<file path="src/rtl/mips_pkg.sv">
// Shared definitions for the multicycle MIPS datapath: multiply/divide FSM
// encoding, iteration count and HI/LO output-select codes.
package mips_pkg;

   localparam int MD_WIDTH      = 32;
   localparam int MD_ITERATIONS = MD_WIDTH;

   typedef enum logic [1:0] {
      MD_IDLE,
      MD_MULT,
      MD_DIV,
      MD_FINISH
   } md_state_e;

   localparam logic MD_SEL_MULT = 1'b0;
   localparam logic MD_SEL_DIV  = 1'b1;

endpackage

</file>
<file path="src/rtl/mult_div_unit_if.sv">
// Control-unit <-> multiply/divide engine bundle: operands, start strobes,
// result select, and the HI/LO results with status.
interface mult_div_unit_if #(
   parameter int WIDTH = mips_pkg::MD_WIDTH
);

   logic [WIDTH-1:0] a_in;
   logic [WIDTH-1:0] b_in;
   logic             mult_start;
   logic             div_start;
   logic             mult_or_div;
   logic [WIDTH-1:0] hi_out;
   logic [WIDTH-1:0] lo_out;
   logic             busy;
   logic             done;
   logic             div_zero;

   modport master (
      output a_in, b_in, mult_start, div_start, mult_or_div,
      input  hi_out, lo_out, busy, done, div_zero
   );

   modport slave (
      input  a_in, b_in, mult_start, div_start, mult_or_div,
      output hi_out, lo_out, busy, done, div_zero
   );

endinterface

</file>
<file path="src/rtl/mult_div_unit.sv">
// Sequential signed multiply (shift-add) / divide (restoring) engine, one bit
// per clock on operand magnitudes, with separately held mult and div result pairs.
module mult_div_unit
   import mips_pkg::*;
#(
   parameter int WIDTH = MD_ITERATIONS
) (
   input  logic           clock,
   input  logic           reset,
   mult_div_unit_if.slave md
);

   localparam int            CW   = $clog2(WIDTH);
   localparam logic [CW-1:0] LAST = CW'(WIDTH - 1);

   md_state_e          state_q, state_d;
   logic [CW-1:0]      cnt_q, cnt_d;
   logic [WIDTH-1:0]   opnd_q, opnd_d;      // multiplicand or divisor magnitude
   logic [2*WIDTH-1:0] acc_q, acc_d;        // product accumulator; low half doubles as dividend/quotient
   logic [WIDTH-1:0]   rem_q, rem_d;
   logic               neg_q, neg_d;        // product / quotient sign
   logic               rneg_q, rneg_d;      // remainder follows the dividend
   logic               dz_q, dz_d;
   logic [WIDTH-1:0]   mul_hi_q, mul_hi_d, mul_lo_q, mul_lo_d;
   logic [WIDTH-1:0]   div_hi_q, div_hi_d, div_lo_q, div_lo_d;

   logic [WIDTH:0]     madd;
   logic [2*WIDTH-1:0] acc_mul;
   logic [WIDTH:0]     shifted;
   logic               fits;
   logic [WIDTH-1:0]   rem_div, quo_div;

   // Two's-complement magnitude; the most negative value maps to its unsigned twin.
   function automatic logic [WIDTH-1:0] abs_val(input logic [WIDTH-1:0] v);
      return v[WIDTH-1] ? -v : v;
   endfunction

   assign madd    = {1'b0, acc_q[2*WIDTH-1:WIDTH]} + (acc_q[0] ? {1'b0, opnd_q} : '0);
   assign acc_mul = {madd, acc_q[WIDTH-1:1]};
   assign shifted = {rem_q, acc_q[WIDTH-1]};
   assign fits    = shifted >= {1'b0, opnd_q};
   assign rem_div = fits ? WIDTH'(shifted - {1'b0, opnd_q}) : shifted[WIDTH-1:0];
   assign quo_div = {acc_q[WIDTH-2:0], fits};

   always_comb begin
      // NOTE: every next-state signal defaults to its current value first, so no path can infer a latch.
      state_d  = state_q;
      cnt_d    = cnt_q;
      opnd_d   = opnd_q;
      acc_d    = acc_q;
      rem_d    = rem_q;
      neg_d    = neg_q;
      rneg_d   = rneg_q;
      dz_d     = dz_q;
      mul_hi_d = mul_hi_q;
      mul_lo_d = mul_lo_q;
      div_hi_d = div_hi_q;
      div_lo_d = div_lo_q;

      unique case (state_q)
         MD_IDLE: begin
            if (md.mult_start || md.div_start) begin
               cnt_d  = '0;
               rem_d  = '0;
               neg_d  = md.a_in[WIDTH-1] ^ md.b_in[WIDTH-1];
               rneg_d = md.a_in[WIDTH-1];
               dz_d   = 1'b0;
               if (md.mult_start) begin
                  state_d = MD_MULT;
                  opnd_d  = abs_val(md.a_in);
                  acc_d   = {{WIDTH{1'b0}}, abs_val(md.b_in)};
               end else begin
                  opnd_d = abs_val(md.b_in);
                  acc_d  = {{WIDTH{1'b0}}, abs_val(md.a_in)};
                  if (md.b_in == '0) begin
                     dz_d    = 1'b1;
                     state_d = MD_FINISH;
                  end else begin
                     state_d = MD_DIV;
                  end
               end
            end
         end
         MD_MULT: begin
            acc_d = acc_mul;
            cnt_d = cnt_q + 1'b1;
            if (cnt_q == LAST) begin
               state_d              = MD_FINISH;
               {mul_hi_d, mul_lo_d} = neg_q ? -acc_mul : acc_mul;
            end
         end
         MD_DIV: begin
            acc_d[WIDTH-1:0] = quo_div;
            rem_d            = rem_div;
            cnt_d            = cnt_q + 1'b1;
            if (cnt_q == LAST) begin
               state_d  = MD_FINISH;
               div_lo_d = neg_q  ? -quo_div : quo_div;
               div_hi_d = rneg_q ? -rem_div : rem_div;
            end
         end
         MD_FINISH: state_d = MD_IDLE;
         default:   state_d = MD_IDLE;
      endcase
   end

   // NOTE: result pairs are reset too, because hi_out/lo_out must read zero straight out of reset.
   always_ff @(posedge clock or posedge reset) begin
      if (reset) begin
         state_q  <= MD_IDLE;
         cnt_q    <= '0;
         opnd_q   <= '0;
         acc_q    <= '0;
         rem_q    <= '0;
         neg_q    <= 1'b0;
         rneg_q   <= 1'b0;
         dz_q     <= 1'b0;
         mul_hi_q <= '0;
         mul_lo_q <= '0;
         div_hi_q <= '0;
         div_lo_q <= '0;
      end else begin
         state_q  <= state_d;
         cnt_q    <= cnt_d;
         opnd_q   <= opnd_d;
         acc_q    <= acc_d;
         rem_q    <= rem_d;
         neg_q    <= neg_d;
         rneg_q   <= rneg_d;
         dz_q     <= dz_d;
         mul_hi_q <= mul_hi_d;
         mul_lo_q <= mul_lo_d;
         div_hi_q <= div_hi_d;
         div_lo_q <= div_lo_d;
      end
   end

   assign md.busy     = (state_q != MD_IDLE);
   assign md.done     = (state_q == MD_FINISH);
   assign md.div_zero = dz_q;
   assign md.hi_out   = (md.mult_or_div == MD_SEL_DIV) ? div_hi_q : mul_hi_q;
   assign md.lo_out   = (md.mult_or_div == MD_SEL_DIV) ? div_lo_q : mul_lo_q;

endmodule

</file>
<file path="src/flat_wrapper.sv">
// flat-port wrapper written by rule: the top's interface ports become plain ports
module mult_div_unit_flat import mips_pkg::*;
#(
   parameter int WIDTH = MD_ITERATIONS
)
  (clock, reset, md_a_in, md_b_in, md_mult_start, md_div_start, md_mult_or_div, md_hi_out, md_lo_out, md_busy, md_done, md_div_zero);
  mult_div_unit_if #(.WIDTH(WIDTH)) md_i ();
  input  logic clock;
  input  logic reset;
  input wire logic [$bits(md_i.a_in)-1:0] md_a_in;
  input wire logic [$bits(md_i.b_in)-1:0] md_b_in;
  input wire logic [$bits(md_i.mult_start)-1:0] md_mult_start;
  input wire logic [$bits(md_i.div_start)-1:0] md_div_start;
  input wire logic [$bits(md_i.mult_or_div)-1:0] md_mult_or_div;
  output wire logic [$bits(md_i.hi_out)-1:0] md_hi_out;
  output wire logic [$bits(md_i.lo_out)-1:0] md_lo_out;
  output wire logic [$bits(md_i.busy)-1:0] md_busy;
  output wire logic [$bits(md_i.done)-1:0] md_done;
  output wire logic [$bits(md_i.div_zero)-1:0] md_div_zero;
  assign md_i.a_in = md_a_in;
  assign md_i.b_in = md_b_in;
  assign md_i.mult_start = md_mult_start;
  assign md_i.div_start = md_div_start;
  assign md_i.mult_or_div = md_mult_or_div;
  assign md_hi_out = md_i.hi_out;
  assign md_lo_out = md_i.lo_out;
  assign md_busy = md_i.busy;
  assign md_done = md_i.done;
  assign md_div_zero = md_i.div_zero;
  mult_div_unit #(.WIDTH(WIDTH)) u_core (.clock(clock), .reset(reset), .md(md_i));
endmodule
</file>
<file path="config.mk">
export PLATFORM = sky130hd
export DESIGN_NAME = mult_div_unit_flat
export DESIGN_NICKNAME = d
export VERILOG_FILES = /design/src/rtl/mips_pkg.sv /design/src/rtl/mult_div_unit_if.sv /design/src/rtl/mult_div_unit.sv /design/src/flat_wrapper.sv
export SDC_FILE = /design/constraint.sdc
export NUM_CORES = 1
export LEC_CHECK = 0
export CAP_MARGIN = 40
export CELL_PAD_IN_SITES_DETAIL_PLACEMENT = 1
export CELL_PAD_IN_SITES_GLOBAL_PLACEMENT = 1
export CORE_MARGIN = 2
export CORE_UTILIZATION = 46
export DETAILED_ROUTE_END_ITERATION = 10
export PLACE_DENSITY_LB_ADDON = 0.1
export SETUP_SLACK_MARGIN = 0.02
export SLEW_MARGIN = 20
export SYNTH_ARGS = -nofsm -noshare
export SYNTH_HDL_FRONTEND = slang
export SYNTH_SLANG_ARGS = --single-unit
</file>
<file path="constraint.sdc">
create_clock -name clock -period 11.77 [get_ports clock]
set_clock_uncertainty 0.15 [all_clocks]
set_input_delay 2.354 -clock clock [delete_from_list [all_inputs] [get_ports clock]]
set_output_delay 2.354 -clock clock [all_outputs]
set_load 0.01 [all_outputs]
</file>
==> run_summary.xml <==
<?xml version="1.0" encoding="UTF-8"?>
<metrics>
  <group name="sta">
    <metric name="fin_crit" unit="ps">6560</metric>
    <metric name="rsz0062_at_grt" unit="">false</metric>
    <metric name="final_max_slew_viol_count" unit="">0</metric>
    <metric name="max_freq" unit="MHz">152</metric>
    <metric name="worst_slack_setup_final" unit="ps">5210</metric>
    <metric name="final-hold-violation-count" unit="">0</metric>
    <metric name="fin_tns_setup" unit="ps">0</metric>
    <metric name="fin_crit_sh" unit="%">55.7</metric>
    <metric name="worst_hold_slack" unit="ps">327</metric>
    <metric name="maxSlewHeadroom" unit="%">35.6</metric>
    <metric name="tightestPinTransition" unit="ps">966</metric>
    <metric name="setup_viol_count_final" unit="">0</metric>
  </group>
  <group name="critical_path">
    <metric name="worstPathArrival" unit="ps">4050</metric>
    <metric name="critPathRequiredTime" unit="ps">9270</metric>
    <metric name="endpoint_kind" unit="">primary output</metric>
    <metric name="timing.critical_path.from_type" unit="">input port</metric>
    <metric name="critPathMaxFanout" unit="">64</metric>
    <metric name="timing.setup.critical_path_class" unit="">input port to primary output</metric>
  </group>
  <group name="worst_hold_path">
    <metric name="hp-class" unit="">register to register</metric>
  </group>
  <group name="logic_synthesis">
    <metric name="postSynth.topFlopCell" unit="">sky130_fd_sc_hd__dfrtp_1</metric>
    <metric name="synthesis.area" unit="µm²">20200</metric>
    <metric name="asyncSetResetFlopFracSynth" unit="%">100</metric>
    <metric name="yosys.cell_count.top_type" unit="">sky130_fd_sc_hd__nand2_1</metric>
    <metric name="synth.avg_cell_area" unit="µm²">8.08</metric>
    <metric name="netlist-cell-type-count" unit="">91</metric>
    <metric name="yosysSeqAreaShare" unit="%">32.9</metric>
    <metric name="synth_commonest_cells" unit="">sky130_fd_sc_hd__nand2_1, sky130_fd_sc_hd__o21ai_0, sky130_fd_sc_hd__dfrtp_1</metric>
    <metric name="yosysWarnings" unit="">0</metric>
    <metric name="netlist.top_cell.by_area" unit="">sky130_fd_sc_hd__dfrtp_1</metric>
    <metric name="synthCells" unit="">2504</metric>
    <metric name="synthDominantCellAreaShare" unit="%">32.9</metric>
    <metric name="netlist_top_cells_area" unit="">sky130_fd_sc_hd__dfrtp_1, sky130_fd_sc_hd__o21ai_0, sky130_fd_sc_hd__nand2_1</metric>
    <metric name="net_count_after_synthesis" unit="">2651</metric>
    <metric name="synth_seq_cells" unit="">266</metric>
    <metric name="synth_edf_count" unit="">0</metric>
  </group>
  <group name="grt">
    <metric name="first_global_vias" unit="">19700</metric>
    <metric name="gr-total-overflow" unit="">0</metric>
    <metric name="antenna_found_initial" unit="">4</metric>
    <metric name="groute.usage.overall" unit="%">32.7</metric>
    <metric name="first_pass_grt_wire_length" unit="µm">114000</metric>
    <metric name="grt_max_degree" unit="">160</metric>
  </group>
  <group name="routing">
    <metric name="drt-total-wl" unit="µm">74100</metric>
    <metric name="detail_route.vias_per_cell" unit="">6.11</metric>
    <metric name="detail_route.drc_violations" unit="">0</metric>
    <metric name="antenna_violating_nets_post_route" unit="">0</metric>
    <metric name="drt-initial-drc-count" unit="">1380</metric>
    <metric name="drt_pass1_iterations" unit="">5</metric>
    <metric name="vias" unit="">19100</metric>
    <metric name="routedWlPerCell" unit="µm">23.6</metric>
  </group>
  <group name="flow_run">
    <metric name="count_of_max_cap_constraint_violations" unit="">0</metric>
  </group>
  <group name="power">
    <metric name="peakVddDrop" unit="mV">0.176</metric>
    <metric name="power.leakage" unit="nW">9.95</metric>
    <metric name="power_per_standard_cell_area" unit="nW/µm²">302</metric>
  </group>
  <group name="clocking">
    <metric name="reg_clk_slew_reported_paths" unit="ps">60</metric>
    <metric name="cts.hold.buffers_added" unit="">0</metric>
    <metric name="post_cts.resized_instances" unit="">0</metric>
    <metric name="cts-root-buf" unit="">sky130_fd_sc_hd__clkbuf_16</metric>
    <metric name="cts_max_path_buffers" unit="">3</metric>
    <metric name="cts_tree" unit="">done</metric>
    <metric name="cts_made_buffers" unit="">31</metric>
    <metric name="cts_htree_levels" unit="">1</metric>
    <metric name="numClockSinks" unit="">266</metric>
    <metric name="post-cts-setup-buffer-count" unit="">0</metric>
    <metric name="worstSkewPairLatency" unit="ps">610</metric>
  </group>
  <group name="die">
    <metric name="fp.dieArea" unit="µm²">45700</metric>
    <metric name="placementRows" unit="">76</metric>
    <metric name="design.core.area" unit="µm²">43300</metric>
    <metric name="io-pin-count" unit="">136</metric>
    <metric name="initial_utilization" unit="%">46.8</metric>
    <metric name="die_x" unit="µm">214</metric>
    <metric name="height_of_the_chip" unit="µm">214</metric>
  </group>
  <group name="finish">
    <metric name="final-instance-count-excl-fill" unit="">3133</metric>
    <metric name="nFillCells" unit="">5215</metric>
    <metric name="final_net_count" unit="">2675</metric>
    <metric name="final_layout_size_suffix_gt1_share" unit="%">6.88</metric>
    <metric name="layout-area-overhead-vs-synth" unit="%">13.6</metric>
    <metric name="utilization" unit="%">53.1</metric>
  </group>
  <group name="place">
    <metric name="numPortBuffers" unit="">135</metric>
    <metric name="dp_cells" unit="">3078</metric>
    <metric name="routabilityCongestion" unit="">0.929</metric>
    <metric name="preCtsSetupSlack" unit="ps">5220</metric>
    <metric name="hpwl" unit="µm">57200</metric>
  </group>
  <group name="run_status">
    <metric name="outcome" unit="">completed</metric>
  </group>
</metrics>
==> layout make-up <==
cell class / instances / area, µm² / area share (%)
Antenna cell: 3 / 7.51 / 0.0327
Clock buffer: 43 / 891 / 3.88
Clock inverter: 7 / 104 / 0.452
Inverter: 69 / 267 / 1.16
Multi-Input combinational cell: 2001 / 12700 / 55.2
Sequential cell: 266 / 6660 / 29.0
Tap cell: 585 / 732 / 3.18
Timing Repair Buffer: 159 / 1640 / 7.11
==> critical path: stages <==
cell,delay (ps)
sky130_fd_sc_hd__buf_2,80
sky130_fd_sc_hd__buf_4,650
sky130_fd_sc_hd__mux2_2,420
sky130_fd_sc_hd__clkdlybuf4s50_1,480
==> layout by cell type (no fill, tap or decap), types with 23 or more instances in the layout <==
cell type	n
sky130_fd_sc_hd__a21o_1	24
sky130_fd_sc_hd__a21oi_1	145
sky130_fd_sc_hd__a22o_1	28
sky130_fd_sc_hd__clkbuf_16	31
sky130_fd_sc_hd__clkdlybuf4s50_1	133
sky130_fd_sc_hd__dfrtp_1	265
sky130_fd_sc_hd__ha_1	76
sky130_fd_sc_hd__inv_1	66
sky130_fd_sc_hd__mux2_2	66
sky130_fd_sc_hd__mux2i_1	30
sky130_fd_sc_hd__nand2_1	398
sky130_fd_sc_hd__nand3_1	23
sky130_fd_sc_hd__nand4_1	24
sky130_fd_sc_hd__nor2_1	182
sky130_fd_sc_hd__nor3_1	38
sky130_fd_sc_hd__o21ai_0	306
sky130_fd_sc_hd__o21ai_1	34
sky130_fd_sc_hd__o31ai_1	57
sky130_fd_sc_hd__or3_1	38
sky130_fd_sc_hd__xnor2_1	106
sky130_fd_sc_hd__xor2_1	116
==> per-stage QoR <==
stage                     area (µm²)  power (mW)
final                          23000        6.95
after global routing           23000        7.43
after CTS                      22900        6.88
after detailed placement       21900        5.88
after global placement         21800        5.73
after floorplan                20200        4.53
==> per-layer routing <==
layer	share of wire [%]	vias up	track usage, %
li1	-	8976	-
met1	42	9533	40.9
met2	48	490	55.8
met3	4.7	136	4.16
met4	5.5	0	16.2
met5	0	-	0
==> power breakdown <==
part	switching, mW	internal [mW]	leakage [nW]	total (mW)
Sequential	0.289	1.11	3.59	1.40
Combinational	2.97	1.60	5.86	4.57
Clock	0.409	0.566	0.492	0.975
Total	3.67	3.28	9.95	6.95
==> worst paths after layout <==
kind | startpoint | end | slack [ps] | cells past startpoint
setup / recovery | md_mult_or_div | md_hi_out[21] | 5210 | 4
hold / removal | u_core.mul_lo_q[21] | u_core.mul_lo_q[21] | 330 | 2
setup reg to reg | u_core.rem_q[9] | u_core.div_hi_q[28] | 5660 | 16
hold reg to reg | u_core.mul_lo_q[21] | u_core.mul_lo_q[21] | 330 | 2
max in group asynchronous | reset | u_core.neg_q | 7820 | 4
min in group asynchronous | reset | u_core.acc_q[49] | 1880 | 2
==> state kept, by name, summed over array words and instances, names as in the netlist <==
signal / flops
u_core.neg_q: 1
u_core.opnd_q: 32
u_core.state_q: 2
u_core.div_lo_q: 32
u_core.rem_q: 32
u_core.rneg_q: 1
u_core.div_hi_q: 32
u_core.mul_lo_q: 32
u_core.md.div_zero: 1
u_core.mul_hi_q: 32
u_core.acc_q: 64
u_core.cnt_q: 5
==> logic make-up after synthesis <==
group | Yosys count | share of synthesized area (%)
fa+ha+maj | 78 | 4.90
mux | 96 | 5.16
flops | 266 | 32.9
buf+inv | 237 | 4.56
compound gates | 769 | 23.5
xor+xnor | 222 | 9.61
simple gates | 836 | 19.3
(Power assumes the default switching activity.)
